File: src/rtl/rf_operand_fetch_if.sv
// Operand-fetch bus: request, register-file ports, writeback and operand bundle.
// slave is the fetch controller's view; master is the surrounding pipeline/RF view.
interface rf_operand_fetch_if #(
    parameter int ADDR_W = 4,
    parameter int DATA_W = 8
);
    logic              req_valid;
    logic              req_ready;
    logic [ADDR_W-1:0] req_rs;
    logic [ADDR_W-1:0] req_rt;
    logic [ADDR_W-1:0] req_rd;

    logic [ADDR_W-1:0] rf_read0_addr;
    logic [ADDR_W-1:0] rf_read1_addr;
    logic [DATA_W-1:0] rf_read0_val;
    logic [DATA_W-1:0] rf_read1_val;
    logic [ADDR_W-1:0] rf_write_addr;
    logic              rf_wen;
    logic [DATA_W-1:0] rf_write_data;

    logic              wb_valid;
    logic [ADDR_W-1:0] wb_addr;
    logic [DATA_W-1:0] wb_data;

    logic              op_valid;
    logic              op_ready;
    logic [DATA_W-1:0] op_a;
    logic [DATA_W-1:0] op_b;
    logic [ADDR_W-1:0] op_rd;

    modport slave (
        input  req_valid, req_rs, req_rt, req_rd,
        output req_ready,
        output rf_read0_addr, rf_read1_addr, rf_write_addr, rf_wen, rf_write_data,
        input  rf_read0_val, rf_read1_val,
        input  wb_valid, wb_addr, wb_data,
        output op_valid, op_a, op_b, op_rd,
        input  op_ready
    );

    modport master (
        output req_valid, req_rs, req_rt, req_rd,
        input  req_ready,
        input  rf_read0_addr, rf_read1_addr, rf_write_addr, rf_wen, rf_write_data,
        output rf_read0_val, rf_read1_val,
        output wb_valid, wb_addr, wb_data,
        input  op_valid, op_a, op_b, op_rd,
        output op_ready
    );
endinterface

File: src/rtl/rf_operand_fetch.sv
// Operand fetch controller for a 2R/1W register file with one-cycle registered reads.
// Forwards writebacks at every point a fetched operand could otherwise go stale.
module rf_operand_fetch #(
    parameter int ADDR_W = 4,
    parameter int DATA_W = 8
) (
    input  logic                 clk,
    input  logic                 rst_n,
    rf_operand_fetch_if.slave    bus
);
    // state   | meaning
    // S_IDLE  | no request held; ready to accept
    // S_WAIT  | RF read in flight; operands captured at the next edge
    // S_VALID | operand bundle presented downstream
    typedef enum logic [1:0] {S_IDLE, S_WAIT, S_VALID} state_t;

    state_t            state_q, state_d;
    logic [ADDR_W-1:0] rs_q, rs_d, rt_q, rt_d, rd_q, rd_d;
    logic              fwd_a_q, fwd_a_d, fwd_b_q, fwd_b_d;
    logic [DATA_W-1:0] fwd_a_data_q, fwd_a_data_d, fwd_b_data_q, fwd_b_data_d;
    logic [DATA_W-1:0] op_a_q, op_a_d, op_b_q, op_b_d;
    logic [ADDR_W-1:0] op_rd_q, op_rd_d;

    logic req_ready, req_fire, op_fire;
    logic wb_hit_a, wb_hit_b;

    assign req_ready = (state_q == S_IDLE) || ((state_q == S_VALID) && bus.op_ready);
    assign req_fire  = bus.req_valid && req_ready;
    assign op_fire   = (state_q == S_VALID) && bus.op_ready;
    assign wb_hit_a  = bus.wb_valid && (bus.wb_addr == rs_q);
    assign wb_hit_b  = bus.wb_valid && (bus.wb_addr == rt_q);

    assign bus.req_ready     = req_ready;
    assign bus.rf_read0_addr = req_ready ? bus.req_rs : rs_q;
    assign bus.rf_read1_addr = req_ready ? bus.req_rt : rt_q;
    assign bus.rf_wen        = bus.wb_valid;
    assign bus.rf_write_addr = bus.wb_addr;
    assign bus.rf_write_data = bus.wb_data;
    assign bus.op_valid      = (state_q == S_VALID);
    assign bus.op_a          = op_a_q;
    assign bus.op_b          = op_b_q;
    assign bus.op_rd         = op_rd_q;

    always_comb begin
        state_d      = state_q;
        rs_d         = rs_q;
        rt_d         = rt_q;
        rd_d         = rd_q;
        fwd_a_d      = fwd_a_q;
        fwd_b_d      = fwd_b_q;
        fwd_a_data_d = fwd_a_data_q;
        fwd_b_data_d = fwd_b_data_q;
        op_a_d       = op_a_q;
        op_b_d       = op_b_q;
        op_rd_d      = op_rd_q;

        case (state_q)
            S_IDLE: if (req_fire) state_d = S_WAIT;
            S_WAIT: begin
                state_d = S_VALID;
                op_a_d  = wb_hit_a ? bus.wb_data : (fwd_a_q ? fwd_a_data_q : bus.rf_read0_val);
                op_b_d  = wb_hit_b ? bus.wb_data : (fwd_b_q ? fwd_b_data_q : bus.rf_read1_val);
                op_rd_d = rd_q;
            end
            S_VALID: begin
                if (op_fire) begin
                    state_d = req_fire ? S_WAIT : S_IDLE;
                end else begin
                    if (wb_hit_a) op_a_d = bus.wb_data;
                    if (wb_hit_b) op_b_d = bus.wb_data;
                end
            end
            default: state_d = S_IDLE;
        endcase

        // The RF returns the pre-write value for a write landing on the accept edge.
        if (req_fire) begin
            rs_d         = bus.req_rs;
            rt_d         = bus.req_rt;
            rd_d         = bus.req_rd;
            fwd_a_d      = bus.wb_valid && (bus.wb_addr == bus.req_rs);
            fwd_b_d      = bus.wb_valid && (bus.wb_addr == bus.req_rt);
            fwd_a_data_d = bus.wb_data;
            fwd_b_data_d = bus.wb_data;
        end
    end

    always_ff @(posedge clk or negedge rst_n) begin
        if (!rst_n) begin
            state_q      <= S_IDLE;
            rs_q         <= '0;
            rt_q         <= '0;
            rd_q         <= '0;
            fwd_a_q      <= 1'b0;
            fwd_b_q      <= 1'b0;
            fwd_a_data_q <= '0;
            fwd_b_data_q <= '0;
            op_a_q       <= '0;
            op_b_q       <= '0;
            op_rd_q      <= '0;
        end else begin
            state_q      <= state_d;
            rs_q         <= rs_d;
            rt_q         <= rt_d;
            rd_q         <= rd_d;
            fwd_a_q      <= fwd_a_d;
            fwd_b_q      <= fwd_b_d;
            fwd_a_data_q <= fwd_a_data_d;
            fwd_b_data_q <= fwd_b_data_d;
            op_a_q       <= op_a_d;
            op_b_q       <= op_b_d;
            op_rd_q      <= op_rd_d;
        end
    end
endmodule
File: src/flat_wrapper.sv
// flat-port wrapper written by rule: the top's interface ports become plain ports
module rf_operand_fetch_flat 
#(
    parameter int ADDR_W = 4,
    parameter int DATA_W = 8
)
  (clk, rst_n, bus_req_valid, bus_req_rs, bus_req_rt, bus_req_rd, bus_req_ready, bus_rf_read0_addr, bus_rf_read1_addr, bus_rf_write_addr, bus_rf_wen, bus_rf_write_data, bus_rf_read0_val, bus_rf_read1_val, bus_wb_valid, bus_wb_addr, bus_wb_data, bus_op_valid, bus_op_a, bus_op_b, bus_op_rd, bus_op_ready);
  rf_operand_fetch_if #(.ADDR_W(ADDR_W), .DATA_W(DATA_W)) bus_i ();
  input  logic clk;
  input  logic rst_n;
  input wire logic [$bits(bus_i.req_valid)-1:0] bus_req_valid;
  input wire logic [$bits(bus_i.req_rs)-1:0] bus_req_rs;
  input wire logic [$bits(bus_i.req_rt)-1:0] bus_req_rt;
  input wire logic [$bits(bus_i.req_rd)-1:0] bus_req_rd;
  output wire logic [$bits(bus_i.req_ready)-1:0] bus_req_ready;
  output wire logic [$bits(bus_i.rf_read0_addr)-1:0] bus_rf_read0_addr;
  output wire logic [$bits(bus_i.rf_read1_addr)-1:0] bus_rf_read1_addr;
  output wire logic [$bits(bus_i.rf_write_addr)-1:0] bus_rf_write_addr;
  output wire logic [$bits(bus_i.rf_wen)-1:0] bus_rf_wen;
  output wire logic [$bits(bus_i.rf_write_data)-1:0] bus_rf_write_data;
  input wire logic [$bits(bus_i.rf_read0_val)-1:0] bus_rf_read0_val;
  input wire logic [$bits(bus_i.rf_read1_val)-1:0] bus_rf_read1_val;
  input wire logic [$bits(bus_i.wb_valid)-1:0] bus_wb_valid;
  input wire logic [$bits(bus_i.wb_addr)-1:0] bus_wb_addr;
  input wire logic [$bits(bus_i.wb_data)-1:0] bus_wb_data;
  output wire logic [$bits(bus_i.op_valid)-1:0] bus_op_valid;
  output wire logic [$bits(bus_i.op_a)-1:0] bus_op_a;
  output wire logic [$bits(bus_i.op_b)-1:0] bus_op_b;
  output wire logic [$bits(bus_i.op_rd)-1:0] bus_op_rd;
  input wire logic [$bits(bus_i.op_ready)-1:0] bus_op_ready;
  assign bus_i.req_valid = bus_req_valid;
  assign bus_i.req_rs = bus_req_rs;
  assign bus_i.req_rt = bus_req_rt;
  assign bus_i.req_rd = bus_req_rd;
  assign bus_req_ready = bus_i.req_ready;
  assign bus_rf_read0_addr = bus_i.rf_read0_addr;
  assign bus_rf_read1_addr = bus_i.rf_read1_addr;
  assign bus_rf_write_addr = bus_i.rf_write_addr;
  assign bus_rf_wen = bus_i.rf_wen;
  assign bus_rf_write_data = bus_i.rf_write_data;
  assign bus_i.rf_read0_val = bus_rf_read0_val;
  assign bus_i.rf_read1_val = bus_rf_read1_val;
  assign bus_i.wb_valid = bus_wb_valid;
  assign bus_i.wb_addr = bus_wb_addr;
  assign bus_i.wb_data = bus_wb_data;
  assign bus_op_valid = bus_i.op_valid;
  assign bus_op_a = bus_i.op_a;
  assign bus_op_b = bus_i.op_b;
  assign bus_op_rd = bus_i.op_rd;
  assign bus_i.op_ready = bus_op_ready;
  rf_operand_fetch #(.ADDR_W(ADDR_W), .DATA_W(DATA_W)) u_core (.clk(clk), .rst_n(rst_n), .bus(bus_i));
endmodule
File: config.mk
export PLATFORM = sky130hd
export DESIGN_NAME = rf_operand_fetch_flat
export DESIGN_NICKNAME = d
export VERILOG_FILES = /design/src/rtl/rf_operand_fetch_if.sv /design/src/rtl/rf_operand_fetch.sv /design/src/flat_wrapper.sv
export SDC_FILE = /design/constraint.sdc
export NUM_CORES = 1
export LEC_CHECK = 0
export CORE_ASPECT_RATIO = 1.75
export CORE_MARGIN = 2
export CORE_UTILIZATION = 41
export DETAILED_ROUTE_END_ITERATION = 8
export PLACE_DENSITY = 0.76
export SKIP_CTS_REPAIR_TIMING = 1
export SYNTH_ARGS = -nofsm -noshare
export SYNTH_HDL_FRONTEND = slang
export SYNTH_SLANG_ARGS = --single-unit
File: constraint.sdc
create_clock -name clk -period 1.9 [get_ports clk]
set_clock_uncertainty 0.05 [all_clocks]
set_input_delay 0.285 -clock clk [delete_from_list [all_inputs] [get_ports clk]]
set_output_delay 0.285 -clock clk [all_outputs]
set_load 0.05 [all_outputs]
==> metrics.md <==
| Metric | Value |
|---|---|
| Number of standard cells after synthesis | ~230 |
| Maximum vdd drop | between 1 and 1.5 mV |
| Buffer levels on the longest clock path | 2 |
| Terminus of the critical flop-to-flop path | u_core.bus.op_b[0] |
| Worst path bufs/invs | 3 |
| Antenna diodes | 0 |
| Placeable core area | 6086 sq um |
| Number of warnings reported in the yosys synthesis log | 0 |
| Sum of net half-perimeters after detailed placement | between 5000 and 6000 um |
| Final non-filler cell total | just over 400 |
| Area delta synth->final | 58.25% |
| Leakage power total | about 1.7 nW |
| Total power | ~7.3 mW |
| Leading cell types by count after synthesis | sky130_fd_sc_hd__dfrtp_1, sky130_fd_sc_hd__nand2_1, sky130_fd_sc_hd__mux2_2, sky130_fd_sc_hd__mux2i_1 |
| Number of placement rows | 38 |
| CP endpoint kind | output port |
| CTS H-tree lvls | 2 |
| Average cell area after synthesis | approximately 11 sq um |
| Setup crit end | bus_rf_read0_addr[0] |
| Path length in cells of the critical path | 7 |
| Chip Width | 63.51 um |
| CTS buffer count | 5 |
| R2r setup slk | roughly 0.08 ns |
| Vias in the first global route | roughly 2300 |
| Clock sink total | 44 |
| Critical Path Start | u_core.state_q[0] |
| Number of endpoints failing setup at the final stage | 8 |
| HP Class | in2async |
| Number of routed nets with antenna violations | 0 |
| Die area | 6868 sq um |
| Largest cells by area after synthesis | sky130_fd_sc_hd__dfrtp_1, sky130_fd_sc_hd__mux2_2, sky130_fd_sc_hd__mux2i_1 |
| Time the worst path needs with I/O delays and setup | 1.997 ns |
| Area fraction of the dominant cell type after synthesis | about 43% |
| Clk slew on worst S/H paths | around 0.080 ns |
| CP Data Required Time | approximately 1.6 ns |
| Power Dens Cells | ~1800 nW/um^2 |
| Clock tree from TritonCTS | done |
| Detailed-router iteration count before antenna repair | 4 |
| Layout cell share with drive strength beyond 1 | approximately a third |
| Pin count of the biggest net entering global routing | 26 |
| Final WL | just under 7000 um |
| Reg2Reg Depth | 7 |
| Largest stage delay on the critical path | about 0.43 ns |
| Detailed-route wire length per cell | roughly 17 um |
| Delay-heaviest family, CP | flip-flops |
| Number of vias per cell after detailed routing | 5.260 |
| Worst skew pair latency | 0.30 ns |
| Antenna violations before repair | 0 |
| Measured slew at the worst slew-check pin | 0.5148 ns |
| Crit Path Category | reg2out |
| Number of nets in the layout | roughly 380 |
| Final hold violations | 0 |
| Dominant synthesized flop cell | sky130_fd_sc_hd__dfrtp_1 |
| Result of the run | complete, but fails checks |
| Worst r2r src | u_core.state_q[0] |
| Failing checks | setup timing |
| Unrepaired setup endpoints after global routing | true |
| Post-Synthesis Net Count | between 200 and 300 |
| Post-synthesis async set-or-reset flop share | 100.0% |
| Largest area contributor in the synthesized netlist | sky130_fd_sc_hd__dfrtp_1 |
| CP max-delay cell | sky130_fd_sc_hd__dfrtp_1 |
| Data arrival at the endpoint of the critical path | roughly 1.7 ns |
| Post-synth EDFFs | 0 |
| Slew Limit Headroom | roughly 66% |
| Count of state elements after synthesis | 44 |
| Number of placed instances, taps included | 398 |
| Cell-by-cell trace of the critical path | inv_2 -> ha_4 -> a21oi_4 -> buf_6 -> nand2_1 -> nand2_2 -> buf_12 |
| Sequential-to-total area share from yosys stat | 43.33% |
| Die height | 108.1 um |
| Fmax | 0.5008 GHz |
| Gpl congestion | 0.8098 |
| Overall via count from detail_route | approximately 2200 |
| Most numerous cell in the Yosys netlist | sky130_fd_sc_hd__dfrtp_1 |
| DP Worst Slack | -0.1379 ns |
| Detailed-route DRC error count | 0 |
| Setup ws final | -0.09665 ns |
| Clock tree root buffer cell | sky130_fd_sc_hd__clkbuf_8 |
| Max Cap Violations | 0 |
| GR Overflow Total | 0 |
| Startpoint kind of the worst setup timing path | register |
| Count of port buffers added during placement | between 80 and 90 |
| Global-route wire length before repair | roughly 11000 um |
| Final clock period utilization by the worst path | 105.1% |
| Iteration-0 DRC Markers | ~110 |
| Total global routing track utilization | between 20% and 30% |
| Cell area after technology mapping | between 2000 and 3000 sq um |
| Number of distinct library cells after synthesis | 36 |
| Io pins | a little under 90 |
| Maximum fanout encountered on the critical timing path | 8 |
| Number of pins with negative max-slew slack in the final report | 0 |
| Initial core utilization | about two fifths |
-- cells by family (layout without fill, tap and decap cells) --
logic type      after synthesis  count (layout)  synth area share, %
mux                          42              42                17.77
buf+inv                      31             131                8.419
compound gates               34              34                11.33
simple gates                 60              60                11.18
xor+xnor                     16              16                5.515
flops                        44              44                43.33
fa+ha+maj                     5               5                2.462
-- worst min-delay path by stage --
| stage | from | end | slack (ns) | depth (start not counted) |
|---|---|---|---|---|
| after CTS | rst_n | u_core.state_q[1] | -0.1 | 1 |
| after floorplan | rst_n | u_core.bus.op_a[0] | -0.06 | 0 |
| final | rst_n | u_core.bus.op_a[6] | 0.44 | 2 |
| after global placement | rst_n | u_core.rs_q[1] | 0.23 | 1 |
| after global routing | u_core.rd_q[3] | u_core.bus.op_rd[3] | 0.48 | 1 |
| after detailed placement | rst_n | u_core.rs_q[0] | 0.23 | 1 |
-- through the flow --
step | util (%) | TNS, ns | cell area [sq um] | hold WS [ns]
after CTS | 64.88 | -1.953 | 3949 | -0.09649
after global placement | 62.81 | -1.470 | 3822 | 0.2280
after floorplan | - | 0 | 2591 | -0.06059
after global routing | 66.08 | -1.212 | 4021 | 0.4788
after detailed placement | 62.81 | -1.942 | 3822 | 0.2275
final | 66.08 | -0.7262 | 4021 | 0.4426
-- sequential cells by signal, indices dropped and copies added (netlist names) --
signal               flops
u_core.bus.op_a          8
u_core.bus.op_b          8
u_core.bus.op_rd         4
u_core.fwd_a_data_q      8
u_core.fwd_a_q           1
u_core.fwd_b_q           1
u_core.rd_q              4
u_core.rs_q              4
u_core.rt_q              4
u_core.state_q           2
-- power by group --
part	switching [mW]	internal, mW	total (mW)
Combinational	2.62	2.16	4.78
Clock	0.318	0.464	0.782
Sequential	0.333	1.40	1.74
Total	3.27	4.03	7.30
-- area by class of cell --
cell class | instances | area (sq um)
clock buffers | 7 | 96.34
clock inverters | 1 | 30.03
fillers | 496 | 2064
inverters | 5 | 23.77
multi-input cells | 157 | 1304
flip-flops and latches | 44 | 1102
well taps | 80 | 100.1
repair buffers | 118 | 1365
-- cell usage in the layout (no fill, tap or decap), types with 3 or more instances in the layout --
| cell | synthesis | layout |
|---|---|---|
| sky130_fd_sc_hd__ha_1 | 5 | 3 |
| sky130_fd_sc_hd__clkbuf_8 | 0 | 7 |
| sky130_fd_sc_hd__a211oi_1 | 7 | 7 |
| sky130_fd_sc_hd__nor3_1 | 3 | 3 |
| sky130_fd_sc_hd__nand3_1 | 10 | 10 |
| sky130_fd_sc_hd__xor2_1 | 13 | 13 |
| sky130_fd_sc_hd__nand2_1 | 37 | 27 |
| sky130_fd_sc_hd__a221o_1 | 6 | 6 |
| sky130_fd_sc_hd__buf_4 | 13 | 29 |
| sky130_fd_sc_hd__clkdlybuf4s50_1 | 0 | 60 |
| sky130_fd_sc_hd__mux2_2 | 25 | 25 |
| sky130_fd_sc_hd__xnor2_1 | 3 | 3 |
| sky130_fd_sc_hd__dfrtp_1 | 44 | 43 |
| sky130_fd_sc_hd__mux2i_1 | 17 | 17 |
| sky130_fd_sc_hd__o221ai_1 | 8 | 7 |
| sky130_fd_sc_hd__buf_12 | 0 | 26 |
| sky130_fd_sc_hd__nand2_2 | 1 | 10 |
-- per-layer routing --
layer  part of all wire, %  track usage [%]  vias up
met5                     0                0        -
met4                   3.1            9.627        0
met3                   5.1            3.954       14
met2                    57            39.77       77
met1                    35            23.66     1056
li1                      -                -     1020
-- worst reg2reg max path, stage by stage (launching register included) --
cell,delay [ns]
sky130_fd_sc_hd__dfrtp_1,0.43
sky130_fd_sc_hd__inv_2,0.11
sky130_fd_sc_hd__ha_4,0.19
sky130_fd_sc_hd__buf_4,0.13
sky130_fd_sc_hd__a21boi_2,0.15
sky130_fd_sc_hd__and3_1,0.25
sky130_fd_sc_hd__and2_4,0.23
sky130_fd_sc_hd__o221ai_1,0.15
Power figures use the tool's default switching activity.
